--- config.mk ---
export PLATFORM = sky130hd
export DESIGN_NAME = cache_mem_arbiter
export DESIGN_NICKNAME = d
export VERILOG_FILES = /design/src/rtl/cache_mem_arbiter.sv
export SDC_FILE = /design/constraint.sdc
export NUM_CORES = 1
export LEC_CHECK = 0
export CORE_AREA = 3 3 182 184
export DETAILED_ROUTE_END_ITERATION = 10
export DIE_AREA = 0 0 185 187
export PLACE_DENSITY_LB_ADDON = 0.08
export SLEW_MARGIN = 20
export SYNTH_ARGS = -nofsm -noshare
export SYNTH_HDL_FRONTEND = slang
export SYNTH_SLANG_ARGS = --single-unit
--- constraint.sdc ---
create_clock -name clk -period 4.95 [get_ports clk]
set_input_delay 0.99 -clock clk [delete_from_list [all_inputs] [get_ports clk]]
set_output_delay 0.99 -clock clk [all_outputs]
set_load 0.05 [all_outputs]
--- src/rtl/cache_mem_arbiter.sv ---
// cache_mem_arbiter: shares one system memory bus between the L1 I-cache and
// the L1 D-cache. Only one transaction is in flight at a time. The request
// beats of the granted cache pass straight through to the bus. Matching read
// response beats are routed straight back to it.
//
// Build option: define ARB_ROUND_ROBIN_EN to alternate grants when both caches
// request in the same cycle. When it is left undefined, the D-side wins ties.
module cache_mem_arbiter #(
  parameter int unsigned WORDSIZE = 64,
  parameter int unsigned TAGWIDTH = 13,
  parameter int unsigned BEATS    = 8
) (
  input  logic                clk,
  input  logic                reset,
  // Instruction cache side
  input  logic                i_reqcyc,
  input  logic [WORDSIZE-1:0] i_req,
  input  logic [TAGWIDTH-1:0] i_reqtag,
  output logic                i_reqack,
  output logic                i_respcyc,
  output logic [WORDSIZE-1:0] i_resp,
  output logic [TAGWIDTH-1:0] i_resptag,
  input  logic                i_respack,
  // Data cache side
  input  logic                d_reqcyc,
  input  logic [WORDSIZE-1:0] d_req,
  input  logic [TAGWIDTH-1:0] d_reqtag,
  output logic                d_reqack,
  output logic                d_respcyc,
  output logic [WORDSIZE-1:0] d_resp,
  output logic [TAGWIDTH-1:0] d_resptag,
  input  logic                d_respack,
  // System bus side
  output logic                bus_reqcyc,
  output logic [WORDSIZE-1:0] bus_req,
  output logic [TAGWIDTH-1:0] bus_reqtag,
  input  logic                bus_reqack,
  input  logic                bus_respcyc,
  input  logic [WORDSIZE-1:0] bus_resp,
  input  logic [TAGWIDTH-1:0] bus_resptag,
  output logic                bus_respack
);

  localparam int unsigned CntW    = $clog2(BEATS + 1);
  // The tag MSB is the read flag (1 = line fill, 0 = writeback).
  localparam int unsigned ReadBit = TAGWIDTH - 1;

  typedef enum logic [1:0] {StIdle, StIssue, StWdata, StRdwait} state_e;

  state_e              r_state;
  logic                r_own_d;    // 1: D-cache owns the bus, 0: I-cache
  logic [TAGWIDTH-1:0] r_tag;
  logic [CntW-1:0]     r_cnt;
`ifdef ARB_ROUND_ROBIN_EN
  logic                r_last_d;   // last grant went to the D-side
`endif

  logic                w_own_reqcyc;
  logic [WORDSIZE-1:0] w_own_req;
  logic [TAGWIDTH-1:0] w_own_reqtag;
  logic                w_own_respack;
  logic                w_req_phase;
  logic                w_fwd;
  logic                w_grant_d;

  assign w_own_reqcyc  = r_own_d ? d_reqcyc  : i_reqcyc;
  assign w_own_req     = r_own_d ? d_req     : i_req;
  assign w_own_reqtag  = r_own_d ? d_reqtag  : i_reqtag;
  assign w_own_respack = r_own_d ? d_respack : i_respack;
  assign w_req_phase   = (r_state == StIssue) || (r_state == StWdata);
  // Only beats carrying the issued tag, while a fill is pending, go to the owner.
  assign w_fwd         = (r_state == StRdwait) && bus_respcyc && (bus_resptag == r_tag);

`ifdef ARB_ROUND_ROBIN_EN
  assign w_grant_d = d_reqcyc && (!i_reqcyc || !r_last_d);
`else
  assign w_grant_d = d_reqcyc;
`endif

  // Transaction FSM: grant, address beat, write data beats or read response beats.
  always_ff @(posedge clk) begin
    if (reset) begin
      r_state  <= StIdle;
      r_own_d  <= 1'b0;
      r_tag    <= '0;
      r_cnt    <= '0;
`ifdef ARB_ROUND_ROBIN_EN
      r_last_d <= 1'b0;
`endif
    end else begin
      unique case (r_state)
        StIdle: begin
          if (i_reqcyc || d_reqcyc) begin
            r_own_d  <= w_grant_d;
            r_tag    <= w_grant_d ? d_reqtag : i_reqtag;
            r_cnt    <= '0;
            r_state  <= StIssue;
`ifdef ARB_ROUND_ROBIN_EN
            r_last_d <= w_grant_d;
`endif
          end
        end
        StIssue: begin
          if (bus_reqcyc && bus_reqack) begin
            r_cnt   <= '0;
            r_state <= r_tag[ReadBit] ? StRdwait : StWdata;
          end
        end
        StWdata: begin
          if (bus_reqcyc && bus_reqack) begin
            r_cnt <= r_cnt + 1'b1;
            if (r_cnt == CntW'(BEATS - 1)) r_state <= StIdle;
          end
        end
        StRdwait: begin
          if (w_fwd && w_own_respack) begin
            r_cnt <= r_cnt + 1'b1;
            if (r_cnt == CntW'(BEATS - 1)) r_state <= StIdle;
          end
        end
        default: r_state <= StIdle;
      endcase
    end
  end

  // Request pass-through to the bus and response routing back to the owner.
  always_comb begin
    bus_reqcyc  = w_req_phase && w_own_reqcyc;
    bus_req     = w_req_phase ? w_own_req    : '0;
    bus_reqtag  = w_req_phase ? w_own_reqtag : '0;
    i_reqack    = w_req_phase && !r_own_d && bus_reqack;
    d_reqack    = w_req_phase &&  r_own_d && bus_reqack;
    i_respcyc   = w_fwd && !r_own_d;
    d_respcyc   = w_fwd &&  r_own_d;
    i_resp      = i_respcyc ? bus_resp    : '0;
    i_resptag   = i_respcyc ? bus_resptag : '0;
    d_resp      = d_respcyc ? bus_resp    : '0;
    d_resptag   = d_respcyc ? bus_resptag : '0;
    // Stray beats are swallowed so the bus can never stall on them.
    bus_respack = w_fwd ? w_own_respack : bus_respcyc;
  end

  // A granted cache must keep its request up until the address beat is acked.
  a_hold_reqcyc: assert property (@(posedge clk) disable iff (reset)
    (r_state == StIssue) |-> w_own_reqcyc);

endmodule
# [Yosys cells after proc, flatten, opt, wreduce, memory -nomap -nowiden]
# Cells that the tools add are included.
[word_totals] reg_bits=20 out_inout_bits=237 wordCells=55
[classes] add_sub_neg=1 eq_ne=9 mux=24 n_reduce_logical=17
[ops] operator="64-bit 2-to-1 mux" n=4
[ops] operator="13-bit 2-to-1 mux" n=5
[ops] operator="4-bit 2-to-1 mux" n=4
[ops] operator="4-bit one-hot mux with 4 select lines" n=1
[ops] operator="13-bit == test" n=1
[ops] operator="1-bit logical AND" n=11
[ops] operator="2-bit 2-to-1 mux" n=5
[ops] operator="2-bit one-hot mux with 4 select lines" n=1
[ops] operator="2-bit by 1-bit != test with 1-bit output (second input constant)" n=3
[ops] operator="4-bit by 1-bit adder with 4-bit output (second input constant)" n=1
[ops] operator="2-bit == test (second input constant)" n=2
[ops] operator="4-bit by 3-bit == test with 1-bit output (second input constant)" n=1
[ops] operator="1-bit 2-to-1 mux" n=4
[ops] operator="4-bit AND reduction" n=1
[ops] operator="2-bit by 1-bit == test with 1-bit output (second input constant)" n=1
[ops] operator="2-bit zero test" n=1
[ops] operator="1-bit logical OR" n=2
[ops] operator="2-bit != test (second input constant)" n=1
[ops] operator="2-bit AND reduction" n=1
[ops] operator="1-bit zero test" n=1

# [Logic depth before layout (Yosys ltp)]
# Gate-level depths: netlist (run 1).
[logic_depth] depth_word=6 ltp_mapped=7 ltp_nobuf=7

# [Worst setup path before layout (run 1)]
# No wires, ideal clock.
[synth_path] kind="input to output" startpoint="in bus_resptag[2]" endpoint="out i_resptag[10]" arrival_ps=3092 setup_slack_ps=868 stages=6 path_buffers=1 cell_sequence="xnor2_1 -> nand4_1 -> or4_1 -> nor2_2 -> clkbuf_1 -> and2_1"
[synth_between] elab_chain_cells=4
[synth_rtl] item="from (decl)" line_no="40" source="input logic [TAGWIDTH-1:0] bus_resptag,"
[synth_rtl] item="13-bit == test" line_no="72" source="assign w_fwd = (r_state == StRdwait) && bus_respcyc && (bus_resptag == r_tag);"
[synth_rtl] item="1-bit logical AND" line_no="72"
[synth_rtl] item="1-bit logical AND" line_no="133" source="i_respcyc = w_fwd && !r_own_d;"
[synth_rtl] item="via i_respcyc" line_no="20" source="output logic i_respcyc,"
[synth_rtl] item="13-bit 2-to-1 mux" line_no="136" source="i_resptag = i_respcyc ? bus_resptag : '0;"
[synth_rtl] item="to (decl)" line_no="22" source="output logic [TAGWIDTH-1:0] i_resptag,"
# The timed path passes the listed nets, and every way through them passes these cells.

# [Worst setup path after layout (run 1)]
[layout_path] startpoint="in bus_resptag[5]" endpoint="out i_resp[22]"
[layout_between] elab_chain_cells=4
[layout_rtl] item="13-bit == test" line_no="72"
[layout_rtl] item="1-bit logical AND" line_no="72"
[layout_rtl] item="1-bit logical AND" line_no="133"
[layout_rtl] item="64-bit 2-to-1 mux" line_no="135" source="i_resp = i_respcyc ? bus_resp : '0;"
[layout_rtl] item="to (decl)" line_no="21" source="output logic [WORDSIZE-1:0] i_resp,"
# Every way passes these cells.

==> flow_summary.toml, run 1 <==
[status]
run_status = "finished clean"

[drt]
num_vias = 5185
postRouteAntennaNets = 0
routed_wl_microns = 27800
drc_errors = 0
drt_iter0_drc = 175
dr.pass1.iters = 4
viasPerCell = 3.87
wl_per_cell_microns = 20.8

[global_route]
grt.overflow.total = 0
grt_pass1_wl_microns = 38300
grt_pass1_vias = 5447
grt_use_total_pct = 14.8
antenna_found_initial = 5
grt_max_degree = 80

[power_and_ir_drop]
cellPowerDensity_nw_per_um2 = 296
leakage_nw = 4.10
peakVddDrop_uv = 277

[clock_network]
htreeDepth = 1
cts_buffers = 3
cts.sinks = 20
cts_root_buffer = "clkbuf_16"
clock_path_buffers = 2
postCtsSetupRepairBufs = 0
clk_pin_slew_ns = 0.06
ctsHoldBuffers = 0
clock_latency_ns = 0.25
cts_tree = "done"
cts_resized = 0

[yosys]
yosysSeqAreaShare_pct = 11.0
syn_nets = 736
synth_cells = 492
ys_warn_count = 0
yosysUniqueCellTypes = 36
syn-cell-area_sq_um = 3640
synth-edff-count = 0
ys.flop_type = "dfxtp_1"
ys_async_sr_fraction_pct = 0
avgSynthCellArea_sq_um = 7.41
synth-seq-cells = 20

[critical_path]
endpoint_kind = "output pin"
cp.arrival_ns = 3.47
required_ns = 3.96
path_max_fanout = 40
crit_path_start_kind = "primary input"
crit_type = "primary input to output pin"

[place]
io_buffers = 475
gp_congestion = 0.750
place_hpwl_microns = 23700

[flow_run]
cap_violations = 0

[finish]
areaGrowthSynthToFinish_pct = 177
post-route-util_pct = 32.0
fillers = 3294
fin_nets = 1177
layout-drive-gt1-share_pct = 20.6

[sta]
layout_min_cycle_time_ns = 4.46
hold_violations = 0
clock.fmax_mhz = 224
clock_skew_ns = 0.00441
worst_slew_pin_slew_ns = 0.842
maxSlewViolCount = 0
grt_setup_unrepaired = "no"
setup_tns_ns = 0
slew_headroom_pct = 43.7
setup_viol = 0
timing.final.crit_share_pct = 90.0

[die]
io_pins = 476
row_count = 65
core_area_sq_um = 31600
die_h_microns = 187
start_util_pct = 11.5
die_area_sq_um = 34600
die_x_microns = 185

[hold_path]
hold_path_class = "flop to flop"
-- state kept, by name, indices dropped and copies added (netlist names) --
register / count
r_tag: 13
r_cnt: 4
r_state: 2
r_own_d: 1
-- final timing paths --
path,start,endpoint,slack [ns],depth (start not counted)
setup / recovery,bus_resptag[5],i_resp[22],0.49,8
hold / removal,r_cnt[3]$_SDFFE_PP0P_,r_cnt[3]$_SDFFE_PP0P_,0.48,1
setup reg to reg,r_own_d$_SDFFE_PP0P_,r_state[1]$_SDFFE_PP0P_,2.10,6
hold reg to reg,r_cnt[3]$_SDFFE_PP0P_,r_cnt[3]$_SDFFE_PP0P_,0.48,1
-- cell families after synthesis --
family,count (synthesis),share of synthesized area (%)
buffers and inverters,54,6.11
adders and majority gates,5,1.72
muxes,93,25.5
and+or+nand+nor,280,46.8
xor gates and xnor gates,13,3.13
AOI/OAI and AO/OA,27,5.70
DFF,20,11.0
-- through the flow --
step	worst slack, ns	area (sq um)	hold WS, ns	power [mW]	std cells
detailed placement	0.421	9980	0.467	2.83	1330
global placement	0.408	9980	0.464	2.86	1330
global route	0.298	10100	0.502	3.17	1337
floorplan	0.868	3640	0.437	1.90	492
finish	0.495	10100	0.476	2.99	1339
CTS	0.414	10100	0.476	3.03	1334
-- power by group --
part	internal, mW	switching [mW]	leakage (nW)	total [mW]
combinational	0.973	1.56	3.89	2.54
sequential	0.205	0.0629	0.166	0.268
clock	0.123	0.0594	0.0442	0.183
-- cell type report --
type | count | area, sq um | share of cell area [%]
timing repair buffer | 485 | 6020 | 59.7
antenna | 5 | 12.5 | 0.124
tap | 402 | 503 | 4.99
clock buffer | 4 | 88.8 | 0.881
inverter | 5 | 18.8 | 0.186
multi-input combinational | 418 | 3030 | 30.1
sequential | 20 | 404 | 4.01
-- synthesized netlist by cell type (2+ instances only) --
master / number / area, sq um
o31ai_1: 2 / 15.0
dfxtp_1: 20 / 400
mux2i_1: 93 / 931
clkbuf_2: 5 / 25.0
buf_2: 5 / 25.0
clkbuf_1: 32 / 120
nand2_1: 7 / 26.3
or4_1: 2 / 15.0
a211oi_1: 14 / 105
nand3_1: 3 / 15.0
nor3_1: 2 / 10.0
inv_1: 5 / 18.8
o41ai_1: 2 / 17.5
ha_1: 5 / 62.6
and3_2: 14 / 105
o22ai_1: 2 / 12.5
nor2b_1: 80 / 500
nor2_1: 20 / 75.1
buf_1: 6 / 22.5
nand4_1: 4 / 25.0
and2_1: 78 / 488
o311ai_0: 2 / 17.5
xnor2_1: 13 / 114
and3_1: 64 / 400
-- worst max-delay path, stage by stage --
cell and delay, ns:
clkdlybuf4s50_1 0.71, xnor2_1 0.16, nand3_1 0.13, or4_1 0.57
nor2_4 0.11, buf_4 0.33, and2_1 0.27, buf_12 0.16
-- metal layers --
layer | track usage (%) | routed length [microns]
met2 | 28.6 | 14700
met1 | 14.1 | 9220
met4 | 3.12 | 435
met3 | 6.96 | 3500
met5 | 0 | 0
-- placed cells by master, fill, tap and decap left out, types with 2 or more instances in the layout --
| master | Yosys | final |
|---|---|---|
| clkdlybuf4s50_1 | 0 | 317 |
| buf_12 | 0 | 127 |
| mux2i_1 | 93 | 93 |
| nor2b_1 | 80 | 80 |
| and2_1 | 78 | 78 |
| and3_1 | 64 | 64 |
| buf_4 | 0 | 41 |
| nor2_1 | 20 | 20 |
| dfxtp_1 | 20 | 19 |
| and3_2 | 14 | 14 |
| a211oi_1 | 14 | 14 |
| xnor2_1 | 13 | 13 |
| nand2_1 | 7 | 7 |
| diode_2 | 0 | 5 |
| inv_1 | 5 | 5 |
| nand4_1 | 4 | 4 |
| ha_1 | 5 | 4 |
| nand3_1 | 3 | 3 |
| clkbuf_16 | 0 | 3 |
| or4_1 | 2 | 2 |
| o22ai_1 | 2 | 2 |
| nor3_1 | 2 | 2 |
| o31ai_1 | 2 | 2 |
| o311ai_0 | 2 | 2 |
| o41ai_1 | 2 | 2 |
No activity file was read; power rests on OpenSTA's default activity.
==> inputs of run 2 (changes only) <==
--- a/config.mk
+++ b/config.mk
@@ -5,9 +5,11 @@
 export SDC_FILE = /design/constraint.sdc
 export NUM_CORES = 1
 export LEC_CHECK = 0
-export CORE_AREA = 3 3 182 184
+export ABC_AREA = 1
+export CAP_MARGIN = 40
+export CORE_AREA = 3 3 183 185
 export DETAILED_ROUTE_END_ITERATION = 10
-export DIE_AREA = 0 0 185 187
+export DIE_AREA = 0 0 186 188
 export PLACE_DENSITY_LB_ADDON = 0.08
 export SLEW_MARGIN = 20
 export SYNTH_ARGS = -nofsm -noshare
==> run 2 against run 1 <==
  * Sequential share of layout area is 1.0 points higher
  * Via count up 3.6%
  * Wire length fell by 8.9%
  * Final cell count is 8.2% higher
  * Highest routed layer is now met5
  * First-iteration DRC count fell by 7.4%
  * Largest power group unchanged
==> flow_summary.toml, run 2 <==
[yosys]
synth_common_cells = "188 x nor2_1, 116 x inv_1, 77 x nand2_1"
synth_top_family_by_area = "simple AND/OR/NAND/NOR gates"
synth_top_area_share_pct = 22.8
syn-cell-area_sq_um = 3090
synth_adder_area_share_pct = 2.02
synth_cells = 591
yosysTopAreaCell = "nor2_1"
yosysSeqAreaShare_pct = 12.9
synthSimpleGateAreaFrac_pct = 34.4
ys_async_sr_fraction_pct = 0
ys_warn_count = 0
avgSynthCellArea_sq_um = 5.23
synth_xor_area_share_pct = 0
muxShareOfSynthArea_pct = 0
syn_nets = 835
yosysUniqueCellTypes = 20
synth-edff-count = 0
synth-compound-area-share_pct = 28.8
synth-seq-cells = 20
synthTopCellsByArea = "nor2_1 23%, a22o_1 18%, inv_1 14%"
synth_most_common_cell = "nor2_1"
ys.flop_type = "dfxtp_1"

[clock_network]
cts.sinks = 20
cts_root_buffer = "clkbuf_16"
cts_tree = "done"
cts_resized = 0
clock_latency_ns = 0.25
htreeDepth = 1
postCtsSetupRepairBufs = 0
clk_pin_slew_ns = 0.06
cts_buffers = 3
ctsHoldBuffers = 0
clock_path_buffers = 2

[finish]
final_common_cell = "clkdlybuf4s50_1"
top_regs = "r_tag x13, r_cnt x4, r_state x2"
layout-drive-gt1-share_pct = 17.1
areaGrowthSynthToFinish_pct = 157
fin_nets = 1286
post-route-util_pct = 24.7
fillers = 3635
multi_input_area_sq_um = 2030
register_area_sq_um = 400
largest-register = "r_tag"
final_cell_mix = "321 x clkdlybuf4s50_1, 187 x nor2_1, 160 x buf_4"
largest_reg_flops = 13

[drt]
postRouteAntennaNets = 0
drt_iter0_drc = 162
drc_errors = 0
num_vias = 5371
routed_wl_microns = 25300
wl_per_cell_microns = 17.5
dr.pass1.iters = 4
viasPerCell = 3.71

[place]
io_buffers = 475
place_hpwl_microns = 22000
gp_congestion = 0.754

[die]
die_area_sq_um = 35000
row_count = 66
die_h_microns = 188
io_pins = 476
start_util_pct = 9.60
die_x_microns = 186
core_area_sq_um = 32200

[flow_run]
cap_violations = 0

[sta]
setup_tns_ns = 0
worst_slew_pin_slew_ns = 0.654
clock.fmax_mhz = 238
setup_viol = 0
clock_skew_ns = 0.00693
maxSlewViolCount = 0
timing.final.crit_share_pct = 84.9
grt_setup_unrepaired = "no"
hold_slack_ns = 0.508
hold_violations = 0
layout_min_cycle_time_ns = 4.20
slew_headroom_pct = 56.2

[critical_path]
required_ns = 3.96
cp.arrival_ns = 3.21
crit_path_start_kind = "primary input"
crit_type = "primary input to output pin"
endpoint_kind = "output pin"
path_max_fanout = 29

[status]
run_status = "finished clean"

[power_and_ir_drop]
peakVddDrop_uv = 282
cellPowerDensity_nw_per_um2 = 387
leakage_nw = 3.89

[global_route]
grt_pass1_wl_microns = 34500
grt_use_total_pct = 13.0
grt.overflow.total = 0
grt_pass1_vias = 5362
antenna_found_initial = 1
grt_max_degree = 67

[hold_path]
hold_path_class = "flop to flop"
[run 2: cell types whose count changed in the layout (fill, tap and decap cells not counted), moves of 64 or more]
cell / delta
buf_12: -124
a22o_1: +64
and2_1: -78
mux2i_1: -93
buf_4: +119
nor2b_1: -80
nand2_1: +70
and3_1: -64
nor2_1: +167
inv_1: +111
[run 2: metal layers]
layer / global-route usage [%] / up-vias / share of wire [%]
li1: - / 2726 / -
met1: 13.1 / 2353 / 36
met2: 25.9 / 286 / 53
met3: 5.22 / 4 / 12
met4: 0.859 / 2 / 0.17
met5: 0 / - / 0.051
[run 2: area by class of cell]
cell class / count / area share [%]
repair buffers: 484 / 56.3
diodes: 1 / 0.0315
clock buffers: 3 / 0.945
multi-input cells: 411 / 25.5
flip-flops and latches: 20 / 5.04
well taps: 408 / 6.42
inverters: 122 / 5.76
[run 2: path summary, 6_finish.rpt]
path                            from                     to  slack (ns)  cells past startpoint
max                   bus_resptag[3]             i_resp[44]        0.75                     11
max reg2reg  r_state[0]$_SDFFE_PP0P_  r_cnt[3]$_SDFFE_PP0P_        2.27                     12
min reg2reg    r_cnt[2]$_SDFFE_PP0P_  r_cnt[2]$_SDFFE_PP0P_        0.51                      2
min            r_cnt[2]$_SDFFE_PP0P_  r_cnt[2]$_SDFFE_PP0P_        0.51                      2
[run 2: worst max-delay path, stage by stage]
cell	delay [ns]
clkdlybuf4s50_1	0.45
inv_1	0.09
or2_2	0.28
nand3_1	0.07
nor2_1	0.05
nand2_1	0.13
nor2_2	0.07
inv_2	0.40
buf_4	0.38
nor2_1	0.07
buf_4	0.20
[run 2: through the flow]
step / cells / cell area, sq um / setup slack (ns) / power (mW)
global placement: 1445 / 7870 / 0.682 / 2.97
finish: 1449 / 7950 / 0.748 / 3.08
detailed placement: 1445 / 7870 / 0.680 / 2.93
global route: 1448 / 7940 / 0.532 / 3.25
CTS: 1448 / 7940 / 0.671 / 3.12
floorplan: 591 / 3090 / 0.966 / 1.92
[run 2: kinds of logic (layout without fill, tap and decap cells)]
| logic type | Yosys count | after routing |
|---|---|---|
| and+or+nand+nor | 277 | 277 |
| other | 0 | 1 |
| AOI/OAI and AO/OA | 129 | 129 |
| buffers and inverters | 160 | 609 |
| DFF | 20 | 20 |
| adders and majority gates | 5 | 5 |
[run 2: report_power, final]
| group | leakage [nW] | internal [mW] | switching, mW |
|---|---|---|---|
| clock network | 0.0370 | 0.107 | 0.0600 |
| logic | 3.68 | 0.929 | 1.71 |
| registers | 0.166 | 0.216 | 0.0535 |
